===== config.mk =====
export PLATFORM = sky130hd
export DESIGN_NAME = obstacle_scroller
export DESIGN_NICKNAME = d
export VERILOG_FILES = /design/src/rtl/obstacle_pkg.sv /design/src/rtl/lfsr16.sv /design/src/rtl/obstacle_scroller.sv
export SDC_FILE = /design/constraint.sdc
export NUM_CORES = 1
export LEC_CHECK = 0
export ABC_AREA = 0
export CAP_MARGIN = 40
export CELL_PAD_IN_SITES_DETAIL_PLACEMENT = 0
export CELL_PAD_IN_SITES_GLOBAL_PLACEMENT = 2
export CORE_MARGIN = 3
export CORE_UTILIZATION = 37
export CTS_CLUSTER_SIZE = 14
export DETAILED_ROUTE_END_ITERATION = 16
export GPL_ROUTABILITY_DRIVEN = 0
export PLACE_DENSITY_LB_ADDON = 0.1
export SLEW_MARGIN = 20
export SYNTH_ARGS = -nofsm -noshare
export SYNTH_HDL_FRONTEND = slang
export SYNTH_HIERARCHICAL = 1
export SYNTH_SLANG_ARGS = --single-unit

===== constraint.sdc =====
create_clock -name clk -period 6.1 [get_ports clk]
set_clock_uncertainty 0.1 [all_clocks]
set_input_delay 0.915 -clock clk [delete_from_list [all_inputs] [get_ports clk]]
set_output_delay 0.915 -clock clk [all_outputs]
set_load 0.005 [all_outputs]

===== src/rtl/obstacle_pkg.sv =====
// obstacle_pkg: shared types, widths and obstacle type table for the obstacle spawner
package obstacle_pkg;

    localparam int X_W = 10;
    localparam int H_W = 7;
    localparam int W_W = 8;

    // Fibonacci taps 16,14,13,11 expressed as state bit positions 15,13,12,10
    localparam logic [15:0] LFSR_TAPS = 16'hB400;

    typedef enum logic [1:0] {IDLE, GAP, SCROLL, HALT} state_t;

    typedef struct packed {
        logic [W_W-1:0] w;
        logic [H_W-1:0] h;
    } obs_type_t;

    function automatic obs_type_t obs_lookup(input logic [1:0] sel);
        obs_type_t t;
        case (sel)
            2'd0:    t = '{w: 8'd17, h: 7'd35};
            2'd1:    t = '{w: 8'd34, h: 7'd35};
            2'd2:    t = '{w: 8'd25, h: 7'd50};
            default: t = '{w: 8'd51, h: 7'd50};
        endcase
        return t;
    endfunction

endpackage


===== src/rtl/lfsr16.sv =====
// lfsr16: free-running 16-bit Fibonacci LFSR shared by the spawners
module lfsr16
    import obstacle_pkg::*;
#(
    parameter logic [15:0] SEED = 16'hACE1
) (
    input  logic        clk,
    input  logic        rst_n,
    output logic [15:0] state
);

    // shift left, feeding the parity of the tapped bits into bit 0
    always_ff @(posedge clk or negedge rst_n) begin
        if (!rst_n) state <= SEED;
        else        state <= {state[14:0], ^(state & LFSR_TAPS)};
    end

endmodule


===== src/rtl/obstacle_scroller.sv =====
// obstacle_scroller: spawns, scrolls and retires one obstacle at a time, freezing on collision
module obstacle_scroller
    import obstacle_pkg::*;
#(
    parameter int          SCREEN_W  = 640,
    parameter int          SPEED     = 4,
    parameter int          MIN_GAP   = 16,
    parameter logic [15:0] LFSR_SEED = 16'hACE1
) (
    input  logic           clk,
    input  logic           rst_n,
    input  logic           frame_tick,
    input  logic           start,
    input  logic           collided,
    output logic [X_W-1:0] obs_x,
    output logic [H_W-1:0] obs_h,
    output logic [W_W-1:0] obs_w,
    output logic           obs_valid,
    output logic           obs_passed,
    output logic           halted
);

    localparam logic [X_W-1:0] X_OFF   = X_W'(SCREEN_W);
    localparam logic [X_W-1:0] X_SPAWN = X_W'(SCREEN_W - 1);
    localparam logic [X_W-1:0] X_STEP  = X_W'(SPEED);

    state_t      state;
    logic [7:0]  gap_cnt;
    logic [7:0]  gap_load;
    logic [15:0] lfsr;
    obs_type_t   typ;

    // entropy source keeps running in every state so start timing varies the sequence
    lfsr16 #(.SEED(LFSR_SEED)) u_lfsr (
        .clk   (clk),
        .rst_n (rst_n),
        .state (lfsr)
    );

    assign gap_load = 8'(MIN_GAP) + {3'b000, lfsr[4:0]};
    assign typ      = obs_lookup(lfsr[1:0]);

    // game flow: wait for start, count the gap, scroll the obstacle, freeze on a hit
    always_ff @(posedge clk or negedge rst_n) begin
        if (!rst_n) begin
            state      <= IDLE;
            obs_x      <= X_OFF;
            obs_h      <= '0;
            obs_w      <= '0;
            obs_valid  <= 1'b0;
            obs_passed <= 1'b0;
            halted     <= 1'b0;
            gap_cnt    <= '0;
        end else begin
            obs_passed <= 1'b0;
            case (state)
                IDLE: begin
                    if (start) begin
                        gap_cnt <= gap_load;
                        state   <= GAP;
                    end
                end
                GAP: begin
                    if (frame_tick) begin
                        if (gap_cnt != '0) begin
                            gap_cnt <= gap_cnt - 8'd1;
                        end else begin
                            obs_x     <= X_SPAWN;
                            obs_w     <= typ.w;
                            obs_h     <= typ.h;
                            obs_valid <= 1'b1;
                            state     <= SCROLL;
                        end
                    end
                end
                SCROLL: begin
                    // a hit takes priority so the frozen x is the one that collided
                    if (collided) begin
                        halted <= 1'b1;
                        state  <= HALT;
                    end else if (frame_tick) begin
                        if (obs_x >= X_STEP) begin
                            obs_x <= obs_x - X_STEP;
                        end else begin
                            obs_valid  <= 1'b0;
                            obs_x      <= X_OFF;
                            obs_passed <= 1'b1;
                            gap_cnt    <= gap_load;
                            state      <= GAP;
                        end
                    end
                end
                HALT: begin
                    if (start) begin
                        obs_valid <= 1'b0;
                        obs_x     <= X_OFF;
                        halted    <= 1'b0;
                        gap_cnt   <= gap_load;
                        state     <= GAP;
                    end
                end
                default: state <= IDLE;
            endcase
        end
    end

endmodule


==> impl_metrics.json <==
{
  "worst_slew_pin_slew_ns": 0.674,
  "syn_avg_cell_area_sq_um": 10.6,
  "rsz0062_at_grt": "false",
  "tns_ns": 0,
  "yosysTopAreaCellShare_pct": 37.8,
  "grt_pass1_wl_microns": 7760,
  "r2r-end": "obs_valid",
  "area_delta_synth_final_pct": 17.5,
  "ys_top_cells_by_area": "dfrtp_1, dfstp_2, ha_1",
  "num_vias": 1564,
  "drtAntennaViolNets": 0,
  "cts_tree": "built",
  "multi_input_area_sq_um": 943,
  "synth_enable_flop_cells": 0,
  "first_global_vias": 1564,
  "clkSinkCount": 43,
  "clk_path_buf_depth": 2,
  "grt_use_met1_pct": 17.7,
  "cp-end-kind": "flip-flop",
  "grt_use_total_pct": 13.7,
  "root_buffer": "clkbuf_8",
  "cp.arrival_ns": 2.76,
  "fp.dieW_microns": 82.9,
  "fmax_mhz": 373,
  "cts_made_buffers": 5,
  "status": "finished clean",
  "fp-row-count": 27,
  "fin_cells": 301,
  "worst-r2r-setup-slack_ns": 3.42,
  "grt_start_max_net_pins": 32,
  "setup_viol": 0,
  "post-place-cells": 293,
  "holdPathEnd": "u_lfsr/state[7]",
  "leakage_nw": 1.13,
  "fill_cells": 577,
  "synth_area_sq_um": 2190,
  "path_clk_slew_ns": 0.09,
  "cts_resized": 0,
  "crit_type": "reg2reg",
  "grt_util_met2_pct": 22.6,
  "synth_ff_type": "dfrtp_1",
  "async_flop_share_pct": 100,
  "grt_use_met3_pct": 3.67,
  "ys_seq_area_share_pct": 49.8,
  "min_period_ns": 2.68,
  "fin_crit_sh_pct": 43.9,
  "grt_busiest_layer": "met2",
  "synth-seq-cells": 43,
  "maxCapViolations": 0,
  "holdCritStartpoint": "u_lfsr/state[6]",
  "ys.warnings.count": 6,
  "wl_microns": 4470,
  "hold_buffers": 0,
  "seq_area_sq_um": 1090,
  "syn_inst": 207,
  "cts_max_level": 2,
  "crit_path_max_fanout": 8,
  "num_antenna_cells": 0,
  "synth_top_cell_by_area": "dfrtp_1",
  "dieArea_sq_um": 6870,
  "r2r_cells": 7,
  "ys_types": 54,
  "start_util_pct": 39.0,
  "hold_violations": 0,
  "holdCritPathClass": "reg2reg",
  "preCtsSetupSlack_ns": 3.19,
  "crit_path_start_kind": "flip-flop",
  "gr-total-overflow": 0,
  "pin_count": 33,
  "holdWs_ns": 0.255,
  "final_common_cell": "dfrtp_1",
  "relSlewSlack_pct": 55.0,
  "post-route-worst-setup-slack_ns": 3.42,
  "dr.pass1.iters": 4,
  "powerDensity_nw_per_um2": 491,
  "drive_gt1_share_pct": 14.4,
  "drt_iter0_markers": 100,
  "port_buffers": 26,
  "hold_depth": 0,
  "nNetsFinal": 242,
  "maxSlewViolCount": 0,
  "dp_hpwl_microns": 3160,
  "insertion_delay_ns": 0.30,
  "max-vdd-ir-drop_mv": 0.222,
  "via_per_inst": 5.20,
  "cp.required_ns": 6.18,
  "wl_per_cell_microns": 14.8,
  "final_cell_mix": "dfrtp_1, clkdlybuf4s50_1, a21oi_1",
  "post_cts_buffers": 0,
  "antenna_found_initial": 0,
  "r2r_start": "obs_x[2]",
  "drc_errors": 0,
  "fp.dieH_microns": 82.9,
  "core_sq_um": 5610
}
[cells in the mapped netlist (5+ instances only)]
cell type,n
a21oi_1,18
dfrtp_1,33
nor2_1,9
inv_1,15
o21ai_0,12
mux2i_1,5
dfstp_2,10
clkbuf_1,5
buf_4,11
nand2b_1,6
ha_1,9
nand2_1,10
[state kept, by name, summed over array words and instances (netlist names)]
name	flops
u_lfsr/state	16
gap_cnt	8
obs_x	8
obs_h	3
obs_w	3
state	2
halted	1
obs_passed	1
obs_valid	1
[power by group]
part,internal [W],leakage (nW),switching [W]
Sequential,0.000352,0.528,0.0000651
Clock,0.000123,0.0548,0.000106
Combinational,0.000276,0.548,0.000338
[per-layer routing]
metal / part of all wire, % / vias up
met2: 49 / 33
met3: 3.7 / 2
met5: 0 / -
met1: 46 / 778
met4: 0.56 / 0
li1: - / 751
[worst max path at each step]
| stage | from | endpoint | slack (ns) | depth (start not counted) |
|---|---|---|---|---|
| final | obs_x[2] | obs_valid | 3.42 | 7 |
| after global routing | obs_x[2] | obs_valid | 3.17 | 7 |
| after CTS | obs_x[2] | obs_valid | 3.41 | 7 |
| after detailed placement | frame_tick | obs_x[7] | 3.19 | 5 |
| after global placement | frame_tick | obs_x[7] | 3.28 | 5 |
| after floorplan | gap_cnt[0] | obs_valid | 3.88 | 7 |
[cell type report]
class | instances | share of cell area, %
inverters | 15 | 2.19
well taps | 72 | 3.51
multi-input cells | 136 | 36.7
flip-flops and latches | 43 | 42.4
clock buffers | 5 | 2.68
repair buffers | 27 | 10.7
clock inverters | 3 | 1.80
[kinds of logic after synthesis]
family                   synth area share (%)
AO/OA/AOI/OAI                            17.2
AND/OR/NAND/NOR                          14.8
flip-flops                               49.8
buffers and inverters                    7.90
adder cells (fa/ha/maj)                  5.15
multiplexers                             3.84
XOR/XNOR                                 1.20
other                                   0.172
[critical path, stage by stage, from the launching register on]
cell and delay, ns:
dfrtp_1 0.44, inv_1 0.12, ha_1 0.22, nor4b_1 0.56
and3_1 0.38, nor2b_1 0.20, nor4_2 0.19, mux2_1 0.34
[metrics by stage]
| step | power, W | util, % | cell area (sq um) |
|---|---|---|---|
| after detailed placement | 0.00104 | 43.8 | 2450 |
| after global placement | 0.00102 | 43.4 | 2430 |
| after CTS | 0.00128 | 45.8 | 2570 |
| after floorplan | 0.000866 | - | 2200 |
| after global routing | 0.00137 | 45.8 | 2570 |
| final | 0.00126 | 45.8 | 2570 |
Note: power is estimated with default switching activity, not from simulation.
==> variant 1: new RTL, same flow settings <==
Reset style: synchronous (`rst_n`), changed in 2 clocked blocks.
--- a/src/rtl/lfsr16.sv
+++ b/src/rtl/lfsr16.sv
@@ -12,3 +12,3 @@
     // shift left, feeding the parity of the tapped bits into bit 0
-    always_ff @(posedge clk or negedge rst_n) begin
+    always_ff @(posedge clk) begin
         if (!rst_n) state <= SEED;
--- a/src/rtl/obstacle_scroller.sv
+++ b/src/rtl/obstacle_scroller.sv
@@ -43,3 +43,3 @@
     // game flow: wait for start, count the gap, scroll the obstacle, freeze on a hit
-    always_ff @(posedge clk or negedge rst_n) begin
+    always_ff @(posedge clk) begin
         if (!rst_n) begin
Formal check against the unedited RTL: same outputs for any inputs over 10 cycles, from zero or initial values and one cycle with rst_n low; that may be too few to reach the edited logic, so the function may still have changed.
==> variant 1 against the unedited design <==
Routed wire length decreased by 2.3%; final area is 3.3% lower; sequential cell count unchanged; highest routed layer unchanged; synthesized cell count rose by 17%; largest power group unchanged; total power is 16% lower; area after synthesis is 2.5% lower; utilization decreased by 0.98 points; worst setup slack worse by 230 ps; critical path depth unchanged; maximum frequency is 7.9% lower.
==> variant 1: results (changes against the unedited design) <==
Run status
  • Status: completed (unchanged)

Clocking
  • CTS root buffer: clkbuf_8 (unchanged)
  • Total CTS buffers: 5 (unchanged)
  • CTS clk-pin slew, worst paths: 80 ps
  • CTS max path bufs: 2 (unchanged)

Timing
  • Worst-Margin Slew: 784.8 ps (was 673.8 ps)

Global routing
  • First-pass GRT wire length: 7224 um (was 7762 um)
  • Tot GR Track Use: 0.1407 (was 0.1372)
  • Vias in the first global route: 1,529 (was 1,564)
  • Largest net degree at the start of global routing: 36 (was 32)

Synth
  • Most common library cells after synthesis: dfxtp_1 (43), nand2_1 (22), a21oi_1 (15), nor2_1 (15), inv_1 (13) (was dfrtp_1 (33), a21oi_1 (18), inv_1 (15))
  • Avg Inst Size Synth: 8.810 um^2 (was 10.56 um^2)
  • Synth cell types: 49 (was 54)
  • Largest cells by area after synthesis: dfxtp_1 (40%), ha_1 (5.3%), buf_4 (4.2%), nand2_1 (3.9%), a21oi_1 (3.5%) (was dfrtp_1 (38%), dfstp_2 (12%), ha_1 (5.2%), a21oi_1 (4.1%), buf_4 (3.8%))
  • Async set-reset flop share out of synthesis: 0 (was 1.000)
  • Post-synthesis sequential area ratio: 0.4038 (was 0.4980)
  • Yosys warns: 6 (unchanged)

Routing
  • Iteration-0 DRC Markers: 38 (was 100)
  • Vias per cell: 4.945 (was 5.196)
  • Via count: 1,632 (was 1,564)
  • WL/cell: 13.22 um (was 14.84 um)

Final layout
  • Final net count: 272 (was 242)
  • Share of cells above drive strength 1: 0.05426 (was 0.1441)
  • Number of fillers in the final layout: 569 (was 577)

Pwr
  • P_int: 0.6649 mW (was 0.7516 mW)
  • Max VDD drop: 0.1553 mV (was 0.2225 mV)
  • P_leak: 0.9223 nW (was 1.131 nW)

Worst setup path
  • Critical Path AT: 3020 ps (was 2760 ps)
  • Crit path max fanout: 16 (was 8)
  • CP peak stage delay: 590 ps (was 560 ps)
  • Worst path slowest cell: or4_1 (was nor4b_1)

Min path
  • Hold Crit Depth: 1 (was 0)

Placed design
  • HPWL Detailed: 2997 um (was 3158 um)
  • DP Cell Count: 323 (was 293)
  • Place WS: 2975 ps (was 3191 ps)
[variant 1: area by class of cell]
cell class,count,share of cell area
sequential,43,0.3466
inverter,14,0.02116
clock buffer,5,0.02771
tap,72,0.03627
multi-input combinational,167,0.4453
clock inverter,2,0.01511
timing repair buffer,27,0.1078
[variant 1: path summary, 6_finish.rpt]
check / to / slack (ps) / from
max: gap_cnt[6]$_SDFFE_PN0P_ / 3190 / obs_x[2]$_SDFFE_PN0P_
min: u_lfsr/state[6]$_SDFF_PN1_ / 310 / u_lfsr/state[5]$_SDFF_PN1_
max reg2reg: gap_cnt[6]$_SDFFE_PN0P_ / 3190 / obs_x[2]$_SDFFE_PN0P_
min reg2reg: u_lfsr/state[6]$_SDFF_PN1_ / 310 / u_lfsr/state[5]$_SDFF_PN1_
[variant 1: cell families after synthesis]
kind of cell               after synthesis  synth area share
AOI/OAI and AO/OA                       59            0.2048
DFF                                     43            0.4038
muxes                                    5           0.02348
adders and majority gates                9           0.05282
other                                    1          0.001759
buffers and inverters                   37           0.08627
xor gates and xnor gates                 4           0.01643
and+or+nand+nor                         84            0.2107
[variant 1: per-layer routing]
| metal | GRT usage | vias to the layer above | part of all wire |
|---|---|---|---|
| li1 | - | 869 | - |
| met1 | 0.1917 | 734 | 0.52 |
| met2 | 0.2132 | 22 | 0.43 |
| met3 | 0.03399 | 7 | 0.035 |
| met4 | 0.05482 | 0 | 0.014 |
| met5 | 0 | - | 0 |
[variant 1: power by group through the flow]
stage	Combinational (mW)	Clock (mW)	Sequential [mW]
after floorplan	0.343	0	0.388
after global placement	0.464	0	0.400
after detailed placement	0.456	0	0.401
after CTS	0.458	0.225	0.394
after global routing	0.511	0.236	0.403
final	0.454	0.216	0.393
[variant 1: critical path, delay by kind of cell (launching register included)]
family                   cells  cell delay, ps
AO/OA/AOI/OAI                2             610
buffers and inverters        1              90
flip-flops                   1             370
adder cells (fa/ha/maj)      1             170
AND/OR/NAND/NOR              3            1480
[variant 1: stage by stage]
stage          instance area, um^2  hold WS, ps  utilization
3_5_place_dp                  2377        298.1       0.4291
4_1_cts                       2484        321.2       0.4483
3_3_place_gp                  2377        290.3       0.4291
2_1_floorplan                 2151        286.3            -
6_report                      2484        314.1       0.4483
5_1_grt                       2484        334.0       0.4483
==> variant 2: new RTL, same settings <==
Without the edit above. Change the package constant `W_W` from 8 to 6.
--- a/src/rtl/obstacle_pkg.sv
+++ b/src/rtl/obstacle_pkg.sv
@@ -5,3 +5,3 @@
     localparam int H_W = 7;
-    localparam int W_W = 8;
+    localparam int W_W = 6;
 
Interface: changed (resized obs_w); port bits go from 33 to 31. No check against the original RTL was run, so the function may have changed too.
==> variant 2 against the unedited design <==
Sequential share of layout area grew 0.78 points; global-route usage is 0.66 points higher; first-iteration DRC count fell by 6.0%; final area down 1.8%; maximum frequency fell by 7.7%; utilization fell by 0.28 points; area after synthesis down 2.5%; sequential cell count unchanged; worst setup slack lost 220 ps; largest power group unchanged; non-clock buffer count is 2 higher; routed wire length is 2.1% lower; total power is 6.0% lower.
==> variant 2: results (changes against the unedited design) <==
Synth
  • Synth cell types: 44 (was 54)
  • Post-synthesis sequential area ratio: 0.5106 (was 0.4980)
  • Largest cells by area after synthesis: dfrtp_1 (39%), dfstp_2 (12%), ha_1 (5.3%), o21ai_0 (4.5%), nor2_1 (3.5%) (was dfrtp_1 (38%), dfstp_2 (12%), ha_1 (5.2%), a21oi_1 (4.1%), buf_4 (3.8%))

Placed design
  • DP Cell Count: 297 (was 293)
  • Placed cell area: 2430 um^2 (was 2454 um^2)
  • Place WS: 3126 ps (was 3191 ps)
  • HPWL Detailed: 3251 um (was 3158 um)

Pwr
  • Max VDD drop: 0.2142 mV (was 0.2225 mV)
  • Clk pwr share: 0.156 (was 0.182)
  • Sequential power: 0.417 mW (was 0.418 mW)
  • Sequential power share: 0.352 (was 0.331)
  • P_int: 0.7040 mW (was 0.7516 mW)

Global routing
  • Grt met1 use: 0.1887 (was 0.1767)
  • Met3 GRT Util: 0.02961 (was 0.03671)
  • First-pass GRT wire length: 7362 um (was 7762 um)
  • Vias in the first global route: 1,526 (was 1,564)
  • Largest net degree at the start of global routing: 33 (was 32)

Routing
  • Met2 WL: 2115 um (was 2200 um)
  • Met3 wire len: 141 um (was 166 um)
  • Iteration-0 DRC Markers: 94 (was 100)
  • Vias per cell: 5.036 (was 5.196)

Min path
  • Min-delay src: u_lfsr/state[8]$_DFF_PN0_ (was u_lfsr/state[6]$_DFF_PN1_)
  • Worst min-delay path class: flip-flop to flip-flop (unchanged)
  • Hold Path Sink: u_lfsr/state[9]$_DFF_PN0_ (was u_lfsr/state[7]$_DFF_PN1_)

Timing
  • F_max: 344.6 MHz (was 373.2 MHz)
  • Max-slew headroom: 0.5485 (was 0.5499)

Final layout
  • Post-Layout Cell Count: 305 (was 301)
  • Final net count: 246 (was 242)

Worst setup path
  • Reg-to-reg slack, setup: 3200 ps (was 3420 ps)
  • Critical Path AT: 2990 ps (was 2760 ps)
  • Crit path max fanout: 7 (was 8)

Run status
  • Status: completed (unchanged)
-- variant 2: changes by cell type after synthesis, moves of 4 or more --
cell	before	now
a21oi_1	18	14
nand4_1	4	0
nor2_1	9	20
o21ai_0	12	19
-- variant 2: logic make-up after synthesis --
kind of cell             synth area share
flip-flops                         0.5106
AO/OA/AOI/OAI                      0.1590
XOR/XNOR                          0.01233
adder cells (fa/ha/maj)           0.05282
multiplexers                      0.03462
AND/OR/NAND/NOR                    0.1620
buffers and inverters             0.06689
other                            0.001759
-- variant 2: layout make-up --
class | count | area (um^2)
Sequential cell | 43 | 1089
Timing Repair Buffer | 29 | 290.3
Tap cell | 72 | 90.09
Clock buffer | 5 | 68.82
Clock inverter | 3 | 23.77
Multi-Input combinational cell | 140 | 912.1
Inverter | 13 | 48.80
Fill cell | 552 | 3018
-- variant 2: worst max-delay path, stage by stage, from the launching register on --
cell and delay, ps:
dfrtp_1 420, inv_1 120, ha_1 230, or4b_4 530, nor4_4 470, nor2_1 200
nor4_1 340, mux2_2 380
